==> config.mk <==
export PLATFORM = sky130hd
export DESIGN_NAME = ahb_timer_mc
export DESIGN_NICKNAME = d
export VERILOG_FILES = /design/src/rtl/ahb_timer_mc.sv
export SDC_FILE = /design/constraint.sdc
export NUM_CORES = 1
export LEC_CHECK = 0
export CORE_MARGIN = 5
export CORE_UTILIZATION = 45
export CTS_CLUSTER_DIAMETER = 50
export DETAILED_ROUTE_END_ITERATION = 8
export HOLD_SLACK_MARGIN = 0.02
export PLACE_DENSITY_LB_ADDON = 0.08
export SYNTH_ARGS = -nofsm -noshare
export SYNTH_HDL_FRONTEND = slang
export SYNTH_SLANG_ARGS = --single-unit
==> constraint.sdc <==
create_clock -name HCLK -period 2.7 [get_ports HCLK]
set_input_delay 0.54 -clock HCLK [delete_from_list [all_inputs] [get_ports HCLK]]
set_output_delay 0.54 -clock HCLK [all_outputs]
set_load 0.05 [all_outputs]
==> src/rtl/ahb_timer_mc.sv <==
// Multi-channel AHB-Lite down-counter timer: shared prescaler, per-channel expiry, maskable irq.
// Optional macro TIMER_ERR_RESP_EN adds a two-cycle ERROR response for illegal accesses.

module ahb_timer_mc #(
  parameter int unsigned NUM_CH = 4,
  parameter int unsigned CNT_W  = 32,
  parameter int unsigned PRE_W  = 16
) (
  input  logic              HCLK,
  input  logic              HRESETn,
  input  logic              HSELx,
  input  logic [31:0]       HADDR,
  input  logic              HWRITE,
  input  logic [2:0]        HSIZE,
  input  logic [1:0]        HTRANS,
  input  logic              HREADY,
  input  logic [31:0]       HWDATA,
  output logic [31:0]       HRDATA,
  output logic              HREADYOUT,
  output logic              HRESP,
  output logic              irq,
  output logic [NUM_CH-1:0] ch_expired
);

  localparam int unsigned AW     = 6;
  localparam logic [31:0] ID_VAL = 32'h544D_4300 | 32'(NUM_CH);

  logic              addr_valid_c;
  logic              acc_err_c;
  logic [AW-1:0]     addr_q, addr_d;
  logic              write_q, write_d;
  logic              valid_q, valid_d;

  logic              gen_q, gen_d;
  logic [PRE_W-1:0]  prescale_q, prescale_d;
  logic [PRE_W-1:0]  pre_cnt_q, pre_cnt_d;
  logic [NUM_CH-1:0] status_q, status_d;
  logic [NUM_CH-1:0] irq_en_q, irq_en_d;
  logic              irq_q, irq_d;
  logic [NUM_CH-1:0] expired_q;

  logic [NUM_CH-1:0] en_q, en_d;
  logic [NUM_CH-1:0] per_q, per_d;
  logic [CNT_W-1:0]  load_q  [NUM_CH];
  logic [CNT_W-1:0]  load_d  [NUM_CH];
  logic [CNT_W-1:0]  value_q [NUM_CH];
  logic [CNT_W-1:0]  value_d [NUM_CH];

  logic              tick_c;
  logic [NUM_CH-1:0] expire_c;
  logic              wr_c, wr_gctrl, wr_pre, wr_status, wr_irqen;
  logic [NUM_CH-1:0] wr_ctrl, wr_load;
  logic [31:0]       rdata_c;

  logic unused_c;
  assign unused_c = ^{HSIZE, HTRANS[0], HADDR[31:8], HADDR[1:0]};

  assign addr_valid_c = HSELx & HREADY & HTRANS[1];

`ifdef TIMER_ERR_RESP_EN
  localparam logic [3:0] CH_END = 4'(NUM_CH + 2);

  typedef enum logic [1:0] {RESP_OK, RESP_ERR1, RESP_ERR2} resp_e;
  resp_e resp_q, resp_d;
  logic  hready_q, hready_d;
  logic  hresp_q, hresp_d;

  // Illegal: unmapped globals, reserved/absent channel slots, writes to ID or VALUE
  always_comb begin
    acc_err_c = 1'b0;
    if (HADDR[7:5] == 3'd0) begin
      if (HADDR[4:2] > 3'd4)                      acc_err_c = 1'b1;
      else if (HADDR[4:2] == 3'd4 && HWRITE)      acc_err_c = 1'b1;
    end else if (HADDR[7:4] >= CH_END) begin
      acc_err_c = 1'b1;
    end else if (HADDR[3:2] == 2'd3) begin
      acc_err_c = 1'b1;
    end else if (HADDR[3:2] == 2'd2 && HWRITE) begin
      acc_err_c = 1'b1;
    end
  end

  always_comb begin
    resp_d = resp_q;
    unique case (resp_q)
      RESP_OK:   if (addr_valid_c && acc_err_c) resp_d = RESP_ERR1;
      RESP_ERR1: resp_d = RESP_ERR2;
      RESP_ERR2: resp_d = (addr_valid_c && acc_err_c) ? RESP_ERR1 : RESP_OK;
      default:   resp_d = RESP_OK;
    endcase
    hready_d = (resp_d != RESP_ERR1);
    hresp_d  = (resp_d != RESP_OK);
  end

  always_ff @(posedge HCLK or negedge HRESETn) begin
    if (!HRESETn) begin
      resp_q   <= RESP_OK;
      hready_q <= 1'b1;
      hresp_q  <= 1'b0;
    end else begin
      resp_q   <= resp_d;
      hready_q <= hready_d;
      hresp_q  <= hresp_d;
    end
  end

  assign HREADYOUT = hready_q;
  assign HRESP     = hresp_q;
`else
  assign acc_err_c = 1'b0;
  assign HREADYOUT = 1'b1;
  assign HRESP     = 1'b0;
`endif

  // Address phase capture; an errored transfer never reaches its data phase
  always_comb begin
    addr_d  = addr_q;
    write_d = write_q;
    valid_d = addr_valid_c & ~acc_err_c;
    if (addr_valid_c) begin
      addr_d  = HADDR[7:2];
      write_d = HWRITE;
    end
  end

  always_comb begin
    wr_c      = valid_q & write_q;
    wr_gctrl  = wr_c && (addr_q == AW'(0));
    wr_pre    = wr_c && (addr_q == AW'(1));
    wr_status = wr_c && (addr_q == AW'(2));
    wr_irqen  = wr_c && (addr_q == AW'(3));
    wr_ctrl   = '0;
    wr_load   = '0;
    for (int n = 0; n < NUM_CH; n++) begin
      wr_ctrl[n] = wr_c && (addr_q[5:2] == 4'(n + 2)) && (addr_q[1:0] == 2'd0);
      wr_load[n] = wr_c && (addr_q[5:2] == 4'(n + 2)) && (addr_q[1:0] == 2'd1);
    end
  end

  // Global control, prescaler and status
  always_comb begin
    gen_d      = wr_gctrl ? HWDATA[0] : gen_q;
    prescale_d = wr_pre ? HWDATA[PRE_W-1:0] : prescale_q;
    irq_en_d   = wr_irqen ? HWDATA[NUM_CH-1:0] : irq_en_q;
    tick_c     = gen_q && (pre_cnt_q == prescale_q);
    if (!gen_q || wr_pre || tick_c) pre_cnt_d = '0;
    else                            pre_cnt_d = pre_cnt_q + PRE_W'(1);
    status_d   = (status_q & ~(wr_status ? HWDATA[NUM_CH-1:0] : NUM_CH'(0))) | expire_c;
    irq_d      = |(status_q & irq_en_q);
  end

  // Channel counters; a LOAD write overrides the tick and suppresses expiry
  always_comb begin
    en_d     = en_q;
    per_d    = per_q;
    load_d   = load_q;
    value_d  = value_q;
    expire_c = '0;
    for (int n = 0; n < NUM_CH; n++) begin
      if (tick_c && en_q[n]) begin
        if (value_q[n] != '0) begin
          value_d[n] = value_q[n] - CNT_W'(1);
        end else begin
          expire_c[n] = 1'b1;
          if (per_q[n]) value_d[n] = load_q[n];
          else          en_d[n]    = 1'b0;
        end
      end
      if (wr_ctrl[n]) begin
        en_d[n]  = HWDATA[0];
        per_d[n] = HWDATA[1];
      end
      if (wr_load[n]) begin
        load_d[n]   = HWDATA[CNT_W-1:0];
        value_d[n]  = HWDATA[CNT_W-1:0];
        expire_c[n] = 1'b0;
      end
    end
  end

  always_ff @(posedge HCLK or negedge HRESETn) begin
    if (!HRESETn) begin
      addr_q     <= '0;
      write_q    <= 1'b0;
      valid_q    <= 1'b0;
      gen_q      <= 1'b0;
      prescale_q <= '0;
      pre_cnt_q  <= '0;
      status_q   <= '0;
      irq_en_q   <= '0;
      irq_q      <= 1'b0;
      expired_q  <= '0;
      en_q       <= '0;
      per_q      <= '0;
      load_q     <= '{default: '0};
      value_q    <= '{default: '0};
    end else begin
      addr_q     <= addr_d;
      write_q    <= write_d;
      valid_q    <= valid_d;
      gen_q      <= gen_d;
      prescale_q <= prescale_d;
      pre_cnt_q  <= pre_cnt_d;
      status_q   <= status_d;
      irq_en_q   <= irq_en_d;
      irq_q      <= irq_d;
      expired_q  <= expire_c;
      en_q       <= en_d;
      per_q      <= per_d;
      load_q     <= load_d;
      value_q    <= value_d;
    end
  end

  // Read mux driven from the registered data-phase address
  always_comb begin
    rdata_c = '0;
    if (valid_q && !write_q) begin
      if (addr_q[5:3] == 3'd0) begin
        case (addr_q[2:0])
          3'd0:    rdata_c = {31'd0, gen_q};
          3'd1:    rdata_c = 32'(prescale_q);
          3'd2:    rdata_c = 32'(status_q);
          3'd3:    rdata_c = 32'(irq_en_q);
          3'd4:    rdata_c = ID_VAL;
          default: rdata_c = '0;
        endcase
      end else begin
        for (int n = 0; n < NUM_CH; n++) begin
          if (addr_q[5:2] == 4'(n + 2)) begin
            case (addr_q[1:0])
              2'd0:    rdata_c = {30'd0, per_q[n], en_q[n]};
              2'd1:    rdata_c = 32'(load_q[n]);
              2'd2:    rdata_c = 32'(value_q[n]);
              default: rdata_c = '0;
            endcase
          end
        end
      end
    end
  end

  assign HRDATA     = rdata_c;
  assign irq        = irq_q;
  assign ch_expired = expired_q;

endmodule

==> After elaboration in Yosys (flattened, before gate mapping) <==
Cells that the tools add are included.
{ "totals": {"register_bits": 318, "inputBits": 74, "output_inout_bits": 39, "elab_cells": 172} }
{ "classes": {"add_sub_neg": 5, "n_eq_ne": 22, "n_mux": 57, "bitwise_logic": 7, "n_reduce_logical": 55} }
{ "op_table": {"columns": ["cell", "count"], "rows": [
  ["two-way mux 32 bit", 22],
  ["one-hot mux 32 bit (3 select lines)", 4],
  ["one-hot mux 31 bit (5 select lines)", 1],
  ["nonzero test 32 bit", 4],
  ["subtractor 32 x 1 -> 32 bit (second input constant)", 4],
  ["two-way mux 1 bit", 28],
  ["logical AND 1 bit", 22],
  ["adder 16 x 1 -> 16 bit (second input constant)", 1],
  ["equality test 16 bit", 1],
  ["two-way mux 16 bit", 1],
  ["nonzero test 2 bit", 8],
  ["equality test 6 x 2 -> 1 bit (second input constant)", 2],
  ["AND reduction 3 bit", 4],
  ["nonzero test 3 bit", 4],
  ["bitwise AND 4 bit", 2],
  ["equality test 4 x 2 -> 1 bit (second input constant)", 2],
  ["equality test 4 x 3 -> 1 bit (second input constant)", 2],
  ["inequality test 2 x 1 -> 1 bit (second input constant)", 4],
  ["inequality test 2 bit (second input constant)", 4],
  ["AND reduction 2 bit", 4],
  ["equality test 3 x 2 -> 1 bit (second input constant)", 2],
  ["equality test 6 x 1 -> 1 bit (second input constant)", 1],
  ["logical NOT 3 bit", 2],
  ["logical NOT 6 bit", 1],
  ["12 further kinds", 16]
]} }

==> Longest topological paths before layout <==
Gate-level depths: netlist (run 1).
{ "logic_depth": {"word_depth": 8, "depth_mapped": 11, "ltp_nobuf": 9} }

==> Worst setup path after synthesis (run 1) <==
No wires, ideal clock.
{ "synth_timing": {"path_kind": "flip-flop to output port", "from": "reg addr_q[0]", "to": "out HRDATA[21]", "arrival_ns": 2.933, "required_ns": 2.160, "path_slack_ns": -0.773, "stages_incl_launch_ff": 9, "n_path_buf": 5, "path_cell_list": "dfrtp_1 -> clkbuf_1 -> nor2b_1 -> clkbuf_1 -> clkbuf_1 -> clkbuf_1 -> buf_1 -> a221oi_1 -> nor3_1"} }
{ "synth_via": {"elab_chain_cells": 8, "word_cells_on_any_way": 13, "cone_classes": "eq/ne: 2; mux: 10; reduce/logical: 1"} }
{ "synth_rtl": {"columns": ["item", "line", "source"], "rows": [
  ["from (decl)", "30", "logic [AW-1:0] addr_q, addr_d;"],
  ["from (signal assigned)", "198", "addr_q <= addr_d;"],
  ["equality test 2 bit, or another cell as far along", "231", "case (addr_q[1:0])"],
  ["one-hot mux 32 bit (3 select lines)", "231", null],
  ["two-way mux 32 bit (3 in a row)", "230", "if (addr_q[5:2] == 4'(n + 2)) begin"],
  ["two-way mux 32 bit *", "230", null],
  ["two-way mux 32 bit *", "219", "if (addr_q[5:3] == 3'd0) begin"],
  ["two-way mux 32 bit *", "218", "if (valid_q && !write_q) begin"],
  ["to (decl)", "18", "output logic [31:0] HRDATA,"]
]} }
Every way passes the cells marked *; elsewhere a longest branch is shown, timed or not.

==> Final worst setup path (run 1) <==
{ "layout_timing": {"from": "reg addr_q[1]", "to": "out HRDATA[18]"} }
{ "layout_via": {"elab_chain_cells": 8, "word_cells_on_any_way": 19, "cone_classes": "eq/ne: 6; mux: 11; reduce/logical: 2"} }
{ "layout_rtl": {"columns": ["item", "line"], "rows": [
  ["equality test 2 bit, or another cell as far along", "231"],
  ["one-hot mux 32 bit (3 select lines)", "231"],
  ["two-way mux 32 bit (4 in a row)", "230"],
  ["two-way mux 32 bit *", "219"],
  ["two-way mux 32 bit *", "218"]
]} }
Marks and branches as above.

==> out/summary.txt, run 1 <==
Outcome: finished, violations left
Failing checks: setup timing
RSZ-0062 raised after global routing: yes
Pins over their slew limit: 0
Initial core utilization: 45.4%
CP arrival: 2.68 ns
Vias per cell: 6.26
Post-layout min period: 3.22 ns
Worst Clk Skew: 0.0317 ns
Clock buffer depth: 3
Vias: 19,600
First-pass GRT wire length: 114,000 um
Mapped cell area: 19,000 sq um
Crit-path cells: buf_6, nor2b_4, buf_12, buf_16, buf_4, a221oi_1, nor2_1, o21ai_1, buf_4, a21oi_4, buf_12
Most common flop cell mapped by yosys: dfrtp_1
Area after DPL: 22,900 sq um
CTS H-tree lvls: 2
CP Class: flop to output port
Routed WL: 76,600 um
Final hold vios: 0
Commonest non-fill, non-tap cell in the layout: nand2_1
Post-synthesis sequential area ratio: 41.8%
PwrDens: 779 nW/um^2
Max-cap violation count: 0
Post-synth EDFFs: 0
Die area: 46,500 sq um
DR WL/cell: 24.5 um
Critical path launch point type: flop
DRC: 0
Leakage Power: 10.4 nW
Worst EP required: 2.16 ns
Pre-CTS WS: -0.160 ns
Ports: 113
CTS Buf Count: 48
Site Rows: 75
Post-route design area: 26,300 sq um
Slew at the pin closest to its max-slew limit: 0.866 ns
End-of-flow core utilization: 62.7%
Final RePlAce weighted congestion: 0.947
CTS tree: yes
Worst VDD drop: 0.686 mV
Yosys reg bits: 318
Clk root buf: clkbuf_16
Vias in the first global route: 18,600
Clk sinks: 318
NumNets Final: 2,629
Final HPWL DP: 52,600 um
Post-route antenna net violation count: 0
Total GRT Usage: 31.3%
Remaining global-route overflow: 0
Core Box Area: 41,900 sq um
DIE WIDTH: 216 um
N_diodes: 0
# setup viols final: 53
Synth warn: 0
Antenna violations before repair: 0
Final worst slack: -0.516 ns
Setup slack, reg-to-reg: -0.06 ns
Mapped Cells: 2,281
Max incr delay on CP: 0.40 ns
Synth cell types: 69
Most frequent cells in the layout: nand2_1 (503), dfrtp_1 (316), buf_4 (240)
PortBufs: 80
Largest net degree at the start of global routing: 67
DRT Pass-1 Iters: 6
Fmax: 311 MHz
CP endpoint kind: output port
Mean Syn Cell Area: 8.35 sq um
Share of cells above drive strength 1: 27.0%
Worst min path class: input port to async pin
Hold Slack: 0.461 ns
CTS clk-pin slew, worst paths: 0.06 ns
DR iter-0 viols: 2,472
CP max FO: 16
Crit share post-route: 119%
Synth Net Count: 2,364
Total power: 20.5 mW
Layout area overhead: 38.1%
Latest clock arrival within the worst-skew pair: 0.60 ns
Ys async rst share: 100%
Relative slew slack: 42.1%
Die H: 216 um
CP max stage cell: dfrtp_1
-- registers in the layout, indices dropped and copies added, names as in the netlist --
signal and count:
per_q 4, en_q 4, write_q 1, value_q 128, status_q 4, gen_q 1
irq_en_q 4, valid_q 1, irq 1, addr_q 6, load_q 128, pre_cnt_q 16
ch_expired 4, prescale_q 16
-- Yosys cell counts (47+ instances only) --
master / n / share of area [%]
nand2_1: 505 / 10
nand3_1: 47 / 1.2
o21ai_0: 122 / 3.2
a21oi_1: 126 / 3.3
clkbuf_1: 146 / 2.9
nor4_1: 55 / 1.8
nor2_1: 183 / 3.6
dfrtp_1: 318 / 42
a221oi_1: 82 / 3.8
xnor2_1: 82 / 3.8
nor3_1: 81 / 2.1
-- cell families (layout without fill, tap and decap cells) --
family          Yosys count  in the layout  share of synthesized area [%]
compound gates          590            590                           21.3
xor+xnor                120            120                           5.52
other cells               2              2                         0.0394
fa+ha+maj                 9              9                          0.591
mux                      54             54                           3.15
buf+inv                 197            500                           4.38
simple gates            991            992                           23.2
flops                   318            318                           41.8
-- where the power goes --
part / switching (mW) / total, mW / internal (mW) / leakage [nW]
clock: 2.62 / 6.41 / 3.79 / 0.781
sequential: 1.20 / 6.87 / 5.67 / 3.36
combinational: 3.94 / 7.21 / 3.27 / 6.31
-- worst paths after layout --
check                           depth (start not counted)   startpoint           to
worst min register to register                          2   load_q[33]   load_q[33]
worst min-delay path                                    2      HRESETn  load_q[122]
worst max register to register                          7  value_q[74]  value_q[92]
max in group asynchronous                               3      HRESETn    addr_q[0]
min in group HCLK                                       2   load_q[33]   load_q[33]
worst max-delay path                                   11    addr_q[1]   HRDATA[18]
-- critical path: cells and delay by family (launching register included) --
family          cells  cell delay (ns)
flops               1             0.40
compound gates      3             0.35
simple gates        2             0.33
buf+inv             6             0.99
-- per-layer routing --
| layer | track usage (%) | share of wire (%) |
|---|---|---|
| met1 | 45.6 | 43 |
| met3 | 5.28 | 8.3 |
| met4 | 8.38 | 2.7 |
| met2 | 48.6 | 46 |
| met5 | 0 | 0 |
-- what timing repair did --
action,4_1_cts,5_1_grt
endpoints found under the hold margin,44,0
gates cloned,3,9
buffers inserted,12,20
hold buffers,1,0
gates resized for setup,111,123
endpoints found under the setup margin,50,121
pin swaps,21,37
-- cell type report --
type	instances	area [sq um]
fill	3574	15700
multi-input combinational	1767	11700
sequential	318	7960
timing repair buffer	393	4270
clock buffer	57	1300
tap	539	674
clock inverter	32	324
inverter	18	67.6
-- metrics by stage --
step,instances,TNS [ns]
floorplan,2281,-1.58
global placement,2995,-0.641
detailed placement,2995,-0.562
CTS,3099,-14.11
global route,3124,-17.10
finish,3124,-14.55
Note: power is estimated with default switching activity, not from simulation.
==> run 2: changes to the inputs <==
--- a/config.mk
+++ b/config.mk
@@ -10,6 +10,7 @@
 export CTS_CLUSTER_DIAMETER = 50
 export DETAILED_ROUTE_END_ITERATION = 8
 export HOLD_SLACK_MARGIN = 0.02
+export MAX_ROUTING_LAYER = met4
 export PLACE_DENSITY_LB_ADDON = 0.08
 export SYNTH_ARGS = -nofsm -noshare
 export SYNTH_HDL_FRONTEND = slang
==> out/summary.txt, run 2 (same netlist as run 1, synthesis figures left out) <==
End-of-flow core utilization: 62.4% (was 62.7%)
Ports: 113 (unchanged)
CP bufs+invs: 5 (was 6)
Hold Slack: 0.495 ns (was 0.461 ns)
CP max FO: 8 (was 16)
Clk root buf: clkbuf_16 (unchanged)
Worst EP required: 2.16 ns (about the same)
Post-Layout Cell Count: 3,115 (was 3,124)
Post-route antenna net violation count: 0 (unchanged)
CP arrival: 2.61 ns (was 2.68 ns)
Leakage Power: 10.4 nW (about the same)
Site Rows: 75 (unchanged)
Total GRT Usage: 32.6% (was 31.3%)
Setup slack, reg-to-reg: -0.04 ns (was -0.06 ns)
CTS H-tree lvls: 2 (unchanged)
DR WL/cell: 24.7 um (was 24.5 um)
Initial core utilization: 45.4% (unchanged)
Commonest non-fill, non-tap cell in the layout: nand2_1 (unchanged)
DRC: 0 (unchanged)
Crit share post-route: 117% (was 119%)
DR iter-0 viols: 2,238 (was 2,472)
Vias in the first global route: 18,700 (was 18,600)
Core Box Area: 41,900 sq um (unchanged)
Clk sinks: 318 (unchanged)
Worst reg2reg path startpoint: value_q[74] (unchanged)
R2r worst-path depth: 7 (unchanged)
CTS tree: yes (unchanged)
Outcome: finished, violations left (unchanged)
Vias per cell: 6.30 (was 6.26)
Failing checks: setup timing (unchanged)
Worst VDD drop: 0.567 mV (was 0.686 mV)
PwrDens: 792 nW/um^2 (was 779 nW/um^2)
Share of cells above drive strength 1: 26.1% (was 27.0%)
Critical path launch point type: flop (unchanged)
NumNets Final: 2,622 (was 2,629)
Max-cap violation count: 0 (unchanged)
PortBufs: 80 (unchanged)
Filler Cell Count: 3,564 (was 3,574)
Worst r2r dst: value_q[72] (was value_q[92])
Final hold vios: 0 (unchanged)
Fmax: 317 MHz (was 311 MHz)
Most frequent cells in the layout: nand2_1 (501), dfrtp_1 (315), buf_4 (239) (was nand2_1 (503), dfrtp_1 (316), buf_4 (240))
Routed WL: 77,000 um (was 76,600 um)
Cell family with most CP delay: buffers and inverters (unchanged)
Pins over their slew limit: 0 (unchanged)
Total power: 20.7 mW (was 20.5 mW)
Final worst slack: -0.453 ns (was -0.516 ns)
Crit-path cells: nor2b_4, buf_8, buf_12, buf_4, a22oi_1, o22ai_1, buf_4, a21oi_2, a21oi_4, buf_12 (was buf_6, nor2b_4, buf_12, buf_16, buf_4, a221oi_1, nor2_1, o21ai_1, buf_4, a21oi_4, buf_12)
Largest net degree at the start of global routing: 63 (was 67)
Die H: 216 um (unchanged)
Remaining global-route overflow: 0 (unchanged)
Latest clock arrival within the worst-skew pair: 0.58 ns (was 0.60 ns)
CP max stage cell: dfrtp_2 (was dfrtp_1)
Max incr delay on CP: 0.41 ns (was 0.40 ns)
Die area: 46,500 sq um (unchanged)
Post-layout min period: 3.15 ns (was 3.22 ns)
Final RePlAce weighted congestion: 0.937 (was 0.947)
Worst min path class: input port to async pin (unchanged)
Largest registers: load_q (128), value_q (128) (unchanged)
First-pass GRT wire length: 115,000 um (was 114,000 um)
CTS clk-pin slew, worst paths: 0.06 ns (about the same)
Layout area overhead: 37.4% (was 38.1%)
Worst Clk Skew: 0.0183 ns (was 0.0317 ns)
Relative slew slack: 41.7% (was 42.1%)
CP Class: flop to output port (unchanged)
Slew at the pin closest to its max-slew limit: 0.872 ns (was 0.866 ns)
RSZ-0062 raised after global routing: yes (unchanged)
DRT Pass-1 Iters: 9 (was 6)
Clock buffer depth: 3 (unchanged)
Placed Cells: 3,005 (was 2,995)
CTS Buf Count: 48 (unchanged)
DIE WIDTH: 216 um (unchanged)
Final HPWL DP: 53,100 um (was 52,600 um)
Antenna violations before repair: 1 (was 0)
CP endpoint kind: output port (unchanged)
# setup viols final: 55 (was 53)
Pre-CTS WS: -0.0788 ns (was -0.160 ns)
Vias: 19,600 (about the same)
[run 2: cell count changes in the layout (fill, tap and decap cells not counted), moves of 5 or more]
cell	delta
buf_6	-11
nor4_1	+10
o22ai_2	-5
o21ai_1	-7
nor4_4	-6
o22ai_1	+6
[run 2: power breakdown]
part / total (mW) / switching [mW] / internal [mW]
logic: 7.33 / 3.97 / 3.35
clock network: 6.50 / 2.50 / 4.00
registers: 6.88 / 1.20 / 5.67
[run 2: worst max-delay path by stage]
stage,start,depth (start not counted),slack [ns],endpoint
2_1_floorplan,addr_q[0],8,-0.09,HRDATA[20]
3_3_place_gp,addr_q[1],8,-0.08,HRDATA[18]
3_5_place_dp,addr_q[1],8,-0.08,HRDATA[18]
4_1_cts,addr_q[1],8,-0.47,HRDATA[17]
5_1_grt,addr_q[0],10,-0.51,HRDATA[18]
6_report,addr_q[1],10,-0.45,HRDATA[7]
[run 2: final cells by class]
class                   instances  area [sq um]  area share, %
multi-input cells            1766         11600           44.2
flip-flops and latches        318          7960           30.4
repair buffers                387          4260           16.3
clock buffers                  57          1290           4.92
well taps                     539           674           2.58
clock inverters                29           347           1.33
inverters                      18          67.6          0.258
diodes                          1          2.50        0.00957
[run 2: repair_timing]
action | in CTS | in global routing
setup buffers | 6 | 7
endpoints found under the setup margin | 39 | 118
resized for setup | 98 | 97
hold buffers | 1 | 0
pin swaps | 15 | 46
hold endpoints to repair | 48 | 0
gates cloned | 4 | 7
[run 2: per-stage QoR]
stage	cell area, sq um	TNS (ns)
2_1_floorplan	19400	-1.58
3_3_place_gp	23100	-0.215
3_5_place_dp	23100	-0.200
4_1_cts	25400	-13.27
5_1_grt	26200	-15.59
6_report	26200	-12.35
[run 2: metal layers]
layer | global-route usage (%) | wire length, um | up-vias
met4 | 8.73 | 2130 | 0
met5 | - | 0 | -
met3 | 6.46 | 6980 | 145
met1 | 45.5 | 33000 | 9770
met2 | 49.1 | 34900 | 925
li1 | - | - | 8777
==> run 3: changes to the inputs <==
--- a/config.mk
+++ b/config.mk
@@ -12,6 +12,7 @@
 export HOLD_SLACK_MARGIN = 0.02
 export MAX_ROUTING_LAYER = met4
 export PLACE_DENSITY_LB_ADDON = 0.08
+export SKIP_CTS_REPAIR_TIMING = 1
 export SYNTH_ARGS = -nofsm -noshare
 export SYNTH_HDL_FRONTEND = slang
 export SYNTH_SLANG_ARGS = --single-unit
==> out/summary.txt, run 3 (same netlist as run 1, synthesis figures left out) <==
Most frequent cells in the layout: nand2_1 (502), dfrtp_1 (315), buf_4 (245) (was nand2_1 (501), dfrtp_1 (315), buf_4 (239))
DIE WIDTH: 216 um (unchanged)
CP arrival: 2.67 ns (was 2.61 ns)
Post-route antenna net violation count: 0 (unchanged)
CTS Buf Count: 48 (unchanged)
Initial core utilization: 45.4% (unchanged)
End-of-flow core utilization: 61.8% (was 62.4%)
DR iter-0 viols: 2,052 (was 2,238)
Site Rows: 75 (unchanged)
PortBufs: 80 (unchanged)
DRC: 0 (unchanged)
CP endpoint kind: output port (unchanged)
Largest registers: load_q (128), value_q (128) (unchanged)
Vias in the first global route: 18,400 (was 18,700)
Slew at the pin closest to its max-slew limit: 0.864 ns (was 0.872 ns)
CP max FO: 7 (was 8)
Core Box Area: 41,900 sq um (unchanged)
First-pass GRT wire length: 113,000 um (was 115,000 um)
Final HPWL DP: 53,100 um (unchanged)
Commonest non-fill, non-tap cell in the layout: nand2_1 (unchanged)
Worst VDD drop: 0.525 mV (was 0.567 mV)
Die H: 216 um (unchanged)
# setup viols final: 58 (was 55)
Fmax: 311 MHz (was 317 MHz)
Vias per cell: 6.22 (was 6.30)
Failing checks: setup timing (unchanged)
DRT Pass-1 Iters: 6 (was 9)
Final hold vios: 0 (unchanged)
Filler Cell Count: 3,597 (was 3,564)
Worst EP required: 2.16 ns (about the same)
RSZ-0062 raised after global routing: yes (unchanged)
Layout area overhead: 36.1% (was 37.4%)
Routed WL: 76,500 um (was 77,000 um)
CP Class: flop to output port (unchanged)
Total area of sequential cells: 7960 sq um (unchanged)
DR WL/cell: 24.5 um (was 24.7 um)
Worst Clk Skew: 0.0149 ns (was 0.0183 ns)
Remaining global-route overflow: 0 (unchanged)
Max-cap violation count: 0 (unchanged)
NumNets Final: 2,625 (was 2,622)
Clk sinks: 318 (unchanged)
Ports: 113 (unchanged)
Critical path launch point type: flop (unchanged)
Crit share post-route: 119% (was 117%)
Latest clock arrival within the worst-skew pair: 0.58 ns (about the same)
Worst min path class: input port to async pin (unchanged)
Die area: 46,500 sq um (unchanged)
Final RePlAce weighted congestion: 0.937 (unchanged)
PwrDens: 787 nW/um^2 (was 792 nW/um^2)
Leakage Power: 10.3 nW (was 10.4 nW)
Total power: 20.4 mW (was 20.7 mW)
CTS clk-pin slew, worst paths: 0.06 ns (about the same)
Area of the multi-input gates: 11,400 sq um (was 11,600 sq um)
Final worst slack: -0.510 ns (was -0.453 ns)
Vias: 19,400 (was 19,600)
Largest net degree at the start of global routing: 63 (unchanged)
Post-route design area: 25,900 sq um (was 26,200 sq um)
Area after DPL: 23,100 sq um (unchanged)
Pins over their slew limit: 0 (unchanged)
Total GRT Usage: 32.1% (was 32.6%)
Outcome: finished, violations left (unchanged)
Post-layout min period: 3.21 ns (was 3.15 ns)
Clock buffer depth: 3 (unchanged)
CTS tree: yes (unchanged)
Antenna violations before repair: 1 (unchanged)
CTS H-tree lvls: 2 (unchanged)
Share of cells above drive strength 1: 25.4% (was 26.1%)
Clk root buf: clkbuf_16 (unchanged)
Relative slew slack: 42.2% (was 41.7%)
[run 3: cell count changes in the layout (fill, tap and decap cells not counted), moves of 3 or more]
cell	delta
a221oi_1	+9
a221oi_2	-7
buf_4	+6
buf_6	+5
buf_16	-4
nor3_1	+4
buf_12	-3
[run 3: final timing paths]
path,cells after the start,slack (ns),endpoint,start
max in group asynchronous,3,1.43,addr_q[1],HRESETn
worst max register to register,7,-0.05,value_q[73],value_q[74]
worst max-delay path,8,-0.51,HRDATA[17],addr_q[0]
worst min-delay path,2,0.49,value_q[122],HRESETn
min in group HCLK,2,0.50,load_q[119],load_q[119]
worst min register to register,2,0.50,load_q[119],load_q[119]
[run 3: metrics by stage]
step           setup WS (ns)  setup TNS (ns)  std cells  hold slack [ns]
2_1_floorplan        -0.0882           -1.58       2281            0.244
3_3_place_gp         -0.0795          -0.215       3005            0.475
3_5_place_dp         -0.0788          -0.200       3005            0.483
4_1_cts               -0.699          -18.51       3091           -0.102
5_1_grt               -0.524          -16.31       3117            0.520
6_report              -0.510          -13.28       3118            0.494
[run 3: area by class of cell]
type / instances / area share [%]
multi-input cells: 1766 / 44.0
clock buffers: 57 / 4.96
repair buffers: 390 / 16.1
inverters: 18 / 0.261
clock inverters: 29 / 1.34
flip-flops and latches: 318 / 30.7
well taps: 539 / 2.60
diodes: 1 / 0.00966
[run 3: routing by layer]
layer	global-route usage [%]	wire length (um)	vias up	part of all wire, %
li1	-	-	8747	-
met1	44.7	33000	9702	43
met2	47.9	34800	821	45
met3	7.13	6640	128	8.7
met4	8.11	2060	0	2.7
met5	-	0	-	0
[run 3: power by group]
| group | leakage (nW) | switching (mW) | internal [mW] | total [mW] |
|---|---|---|---|---|
| Sequential | 3.35 | 1.18 | 5.67 | 6.86 |
| Combinational | 6.17 | 3.85 | 3.19 | 7.04 |
| Clock | 0.797 | 2.50 | 4.00 | 6.50 |
[run 3: worst max-delay path, stage by stage, from the launching register on]
cell       delay [ns]
dfrtp_2          0.44
nor2b_4          0.15
buf_12           0.15
buf_8            0.14
clkbuf_16        0.17
a221oi_1         0.53
o32a_1           0.29
nor3_4           0.07
buf_12           0.15
